$ cat src/rtl/imem_boot_ctrl.sv
// Instruction memory boot controller: loads little-endian words from a byte
// stream while the core is held in reset, then maps fetch onto the memory.
module imem_boot_ctrl #(
    parameter int          ADDR_W    = 12,
    parameter logic [31:0] NOP_INSTR = 32'h00000013
) (
    input  logic              clk,
    input  logic              rst,
    input  logic              load_start,
    input  logic              byte_valid,
    input  logic [7:0]        byte_data,
    output logic              byte_ready,
    output logic              core_rst,
    output logic              mem_we,
    output logic [ADDR_W-1:0] mem_waddr,
    output logic [31:0]       mem_wdata,
    input  logic [31:0]       PC_F,
    output logic [ADDR_W-1:0] mem_raddr,
    input  logic [31:0]       mem_rdata,
    output logic [31:0]       Instr_F,
    output logic              fetch_fault,
    output logic              load_err,
    output logic              busy
);

    typedef enum logic [2:0] {
        HALT,
        HDR0,
        HDR1,
        DATA,
        RUN
    } state_t;

    localparam logic [16:0] MAX_WORDS = 17'd1 << ADDR_W;

    state_t            state;
    logic [7:0]        n_lo;
    logic [15:0]       n_words;
    logic [1:0]        byte_cnt;
    logic [ADDR_W:0]   word_cnt;
    logic [23:0]       word_buf;
    logic              accept;
    logic              last_word;
    logic [16:0]       hdr_cnt;

    assign busy       = (state == HDR0) || (state == HDR1) || (state == DATA);
    assign byte_ready = busy;
    assign accept     = byte_valid && byte_ready;
    assign hdr_cnt    = {1'b0, byte_data, n_lo};
    assign last_word  = 17'(word_cnt) == (17'(n_words) - 17'd1);

    assign mem_raddr   = PC_F[ADDR_W+1:2];
    assign fetch_fault = (state == RUN) &&
                         ((PC_F[1:0] != 2'b00) || (PC_F[31:ADDR_W+2] != '0));
    assign Instr_F     = ((state == RUN) && !fetch_fault) ? mem_rdata : NOP_INSTR;

    always_ff @(posedge clk) begin
        if (rst) begin
            state     <= HALT;
            core_rst  <= 1'b1;
            mem_we    <= 1'b0;
            mem_waddr <= '0;
            mem_wdata <= '0;
            load_err  <= 1'b0;
            byte_cnt  <= '0;
            word_cnt  <= '0;
            word_buf  <= '0;
            n_lo      <= '0;
            n_words   <= '0;
        end else begin
            mem_we <= 1'b0;
            unique case (state)
                HALT, RUN: begin
                    // core_rst drops one cycle after entering RUN so the
                    // final memory write lands before the core fetches
                    if (state == RUN) core_rst <= 1'b0;
                    if (load_start) begin
                        state    <= HDR0;
                        core_rst <= 1'b1;
                        load_err <= 1'b0;
                        byte_cnt <= '0;
                        word_cnt <= '0;
                    end
                end
                HDR0: begin
                    if (accept) begin
                        n_lo  <= byte_data;
                        state <= HDR1;
                    end
                end
                HDR1: begin
                    if (accept) begin
                        n_words <= {byte_data, n_lo};
                        if (hdr_cnt == 17'd0) begin
                            state <= RUN;
                        end else if (hdr_cnt > MAX_WORDS) begin
                            load_err <= 1'b1;
                            state    <= HALT;
                        end else begin
                            state <= DATA;
                        end
                    end
                end
                DATA: begin
                    if (accept) begin
                        byte_cnt <= byte_cnt + 2'd1;
                        unique case (byte_cnt)
                            2'd0: word_buf[7:0]   <= byte_data;
                            2'd1: word_buf[15:8]  <= byte_data;
                            2'd2: word_buf[23:16] <= byte_data;
                            default: begin
                                mem_we    <= 1'b1;
                                mem_waddr <= word_cnt[ADDR_W-1:0];
                                mem_wdata <= {byte_data, word_buf};
                                word_cnt  <= word_cnt + 1'b1;
                                if (last_word) state <= RUN;
                            end
                        endcase
                    end
                end
                default: state <= HALT;
            endcase
        end
    end

endmodule

$ cat config.mk
export PLATFORM = sky130hd
export DESIGN_NAME = imem_boot_ctrl
export DESIGN_NICKNAME = d
export VERILOG_FILES = /design/src/rtl/imem_boot_ctrl.sv
export SDC_FILE = /design/constraint.sdc
export NUM_CORES = 1
export LEC_CHECK = 0
export ABC_CLOCK_PERIOD_IN_PS = 2800
export CELL_PAD_IN_SITES_DETAIL_PLACEMENT = 0
export CELL_PAD_IN_SITES_GLOBAL_PLACEMENT = 2
export CORE_MARGIN = 4
export CORE_UTILIZATION = 25
export DETAILED_ROUTE_END_ITERATION = 6
export PLACE_DENSITY_LB_ADDON = 0.2
export SLEW_MARGIN = 20
export SYNTH_ARGS = -nofsm -noshare
export SYNTH_HDL_FRONTEND = slang
export SYNTH_SLANG_ARGS = --single-unit
export TNS_END_PERCENT = 5
$ cat constraint.sdc
create_clock -name clk -period 2.8 [get_ports clk]
set_input_delay 0.42 -clock clk [delete_from_list [all_inputs] [get_ports clk]]
set_output_delay 0.42 -clock clk [all_outputs]
set_load 0.05 [all_outputs]
==> reports/results.ini, run 1 <==
[status]
status=finished, final reports clean

[power]
leakage_nw=2.697
powerDensity_nw_per_um2=608.3
vdd_drop_max_mv=0.3926

[setup_path]
critPathMostFrequentCell=nor2_1
cp.required_ns=2.38
crit_arrival_ns=2.16
slowest_stage=clkdlybuf4s50_1
crit_path_end_kind=output pin
worst_setup_path_start_kind=flop
path_cells=nor2_1 > nand2_1 > nor2_1 > clkdlybuf4s50_1
worstPathMaxFanout=12
critPathMaxStageDelay_ns=0.82
path_class=reg2out

[placement]
place_ws_ns=0.09765
dp_hpwl_microns=13230
gp_congestion=0.8297
place_area_sq_um=7117
io_buffers=145

[sta]
fmax_mhz=386.9
tns_ns=0
skew_ns=0.01504
tightest_slew_ns=0.5880
max_slew_margin=0.6080
setup_viol_count_final=0
report.final.slew_viol_count=0
setup_ws_ns=0.2152
grt_setup_unrepaired=false
post-route-min-period_ns=2.585
hold_viol_final=0
period_share=0.9232

[detailed_routing]
ant_nets=0
vias=4909
drt_iter0_markers=236
drt_wl_total_microns=17250
wl_per_cell_microns=16.01
remaining_drc_errors=0
viasPerCell=4.558
drt_pass1_iterations=4

[synthesis]
yosysTopAreaCellShare=0.4378
synth-main-ff-cell=dfxtp_1
ys_seq_area_frac=0.4378
netlist_instances=670
synthesis.nets=752
syn_area_sq_um=5167
syn-mean-instance-area_sq_um=7.713
yosysTopAreaCell=dfxtp_1
ys_seq_elements=113
synth_edf_count=0
ys_types=50
synth_warnings=0
synth_area_leaders=dfxtp_1 (44%), nand2_1 (13%), a21oi_1 (9.7%), and2_1 (3.8%), nand3_1 (3.2%)
async_reset_ff_frac=0

[clock_tree]
clock_path_buffers=2
path_clk_slew_ns=0.06
clockRootBuffer=clkbuf_16
cts_setup_buffers=0
cts-buffers-inserted=17
insertion_delay_ns=0.41
cts_tree=yes
cts-htree-levels=4
clock_sinks=113

[global_route]
grt_pass1_vias=4893
antenna_found_initial=0
grt_overflow_total=0
grt_pass1_wl_microns=26610
grtUsageTotal=0.1503
grt_max_degree=45

[floorplan]
start_util=0.2546
core_sq_um=20300
dieHeight_microns=151.8
dieArea_sq_um=23030
die_w_microns=151.8
core.rowCount=52
io_pins=170

[flow_run]
max_cap_violations=0

[finish]
n_antenna_cell=0
area_delta_synth_final_pct=49.54
fin_util=0.3807
drive_gt1_frac=0.1165
final_nets=877
fill_cells=2100
finalInstanceArea_sq_um=7727

[min_path]
min_path_type=in2reg

cells in the final DEF (no fill, tap or decap), types with 3 or more instances in the layout:
master	instances
a21boi_0	3
mux2_2	3
buf_12	30
o21ai_0	4
nor2b_1	3
and3_1	3
and2_1	31
a21oi_1	100
nand3b_1	4
nand4b_1	3
clkinvlp_4	3
dfxtp_1	113
nor2_1	30
nand3_1	33
bufinv_16	3
ha_1	6
clkdlybuf4s50_1	110
xor2_1	18
nand4_1	5
clkbuf_8	3
nand2b_1	6
nor4_1	10
buf_4	21
xnor2_1	7
nor3_1	7
clkbuf_16	17
mux2i_1	3
nand2_1	182
nor4b_1	3
inv_1	6
Yosys cell counts, types with 4 or more instances:
master / instances
nand2_1: 182
dfxtp_1: 113
a21oi_1: 100
clkbuf_1: 38
nand3_1: 33
and2_1: 31
nor2_1: 31
xor2_1: 18
buf_4: 14
nor4_1: 10
nor3_1: 8
xnor2_1: 7
ha_1: 6
inv_1: 6
nand2b_1: 6
nand4_1: 5
nand3b_1: 4
o21ai_0: 4
where the power goes:
part / leakage (nW) / switching [mW] / total, mW / internal, mW
clock network: 0.288 / 0.734 / 2.20 / 1.46
registers: 0.911 / 0.0789 / 1.74 / 1.66
logic: 1.50 / 0.453 / 0.762 / 0.309
cell families after synthesis:
logic type               synth area share
AND/OR/NAND/NOR                    0.3046
AO/OA/AOI/OAI                      0.1298
multiplexers                      0.01235
flip-flops                         0.4378
XOR/XNOR                          0.04237
adder cells (fa/ha/maj)           0.01453
buffers and inverters             0.05860
layer usage:
layer	share of wire	GRT usage
met3	0.078	0.04105
met2	0.47	0.2589
met1	0.43	0.1807
met4	0.018	0.05076
met5	0	0
critical path, delay by kind of cell, from the launching register on:
family        cells  cell delay (ns)
buf+inv           1             0.82
simple gates      3             0.50
flops             1             0.43
final timing paths:
path	startpoint	endpoint	slack (ns)	cells past startpoint
setup / recovery	state[1]	fetch_fault	0.22	4
hold / removal	rst	word_cnt[0]	0.41	2
setup reg to reg	n_words[0]	state[1]	0.36	9
hold reg to reg	mem_wdata[13]	mem_wdata[13]	0.45	2
area by class of cell:
| cell class | count | area [sq um] | share of cell area |
|---|---|---|---|
| well taps | 270 | 337.8 | 0.04372 |
| repair buffers | 164 | 1889 | 0.2445 |
| multi-input cells | 493 | 2610 | 0.3378 |
| inverters | 6 | 22.52 | 0.002915 |
| clock buffers | 22 | 474.2 | 0.06137 |
| clock inverters | 9 | 131.4 | 0.01700 |
| flip-flops and latches | 113 | 2262 | 0.2927 |
state kept, by name (all words and copies together), names as in the netlist:
register and flops:
byte_cnt 2, word_cnt 13, n_words 16, n_lo 8, word_buf 24, core_rst 1
load_err 1, mem_wdata 32, mem_we 1, mem_waddr 12, state 3
metrics by stage:
| step | hold WS [ns] | cells | power, mW |
|---|---|---|---|
| 6_report | 0.4104 | 1077 | 4.701 |
| 5_1_grt | 0.4134 | 1077 | 4.927 |
| 4_1_cts | 0.3887 | 1077 | 4.776 |
| 3_5_place_dp | 0.4482 | 1046 | 2.547 |
| 3_3_place_gp | 0.4453 | 1046 | 2.542 |
| 2_1_floorplan | 0.4322 | 670 | 2.301 |
timing repair:
item / in CTS / in global routing
hold buffers: 0 / 0
setup endpoints to repair: 0 / 2
resized for setup: 0 / 2
Power figures use the tool's default switching activity.
==> inputs of run 2 (changes only) <==
--- a/config.mk
+++ b/config.mk
@@ -11,8 +11,9 @@
 export CORE_MARGIN = 4
 export CORE_UTILIZATION = 25
 export DETAILED_ROUTE_END_ITERATION = 6
+export GPL_ROUTABILITY_DRIVEN = 0
 export PLACE_DENSITY_LB_ADDON = 0.2
-export SLEW_MARGIN = 20
+export SLEW_MARGIN = 10
 export SYNTH_ARGS = -nofsm -noshare
 export SYNTH_HDL_FRONTEND = slang
 export SYNTH_SLANG_ARGS = --single-unit
==> results of run 2 <==
Final layout, timing and power as in run 1 (identical DEF).
==> inputs of run 3 (changes only) <==
--- a/config.mk
+++ b/config.mk
@@ -12,6 +12,7 @@
 export CORE_UTILIZATION = 25
 export DETAILED_ROUTE_END_ITERATION = 6
 export GPL_ROUTABILITY_DRIVEN = 0
+export HOLD_SLACK_MARGIN = 0.12
 export PLACE_DENSITY_LB_ADDON = 0.2
 export SLEW_MARGIN = 10
 export SYNTH_ARGS = -nofsm -noshare
==> results of run 3 <==
Final layout, timing and power as in run 1 (identical DEF).
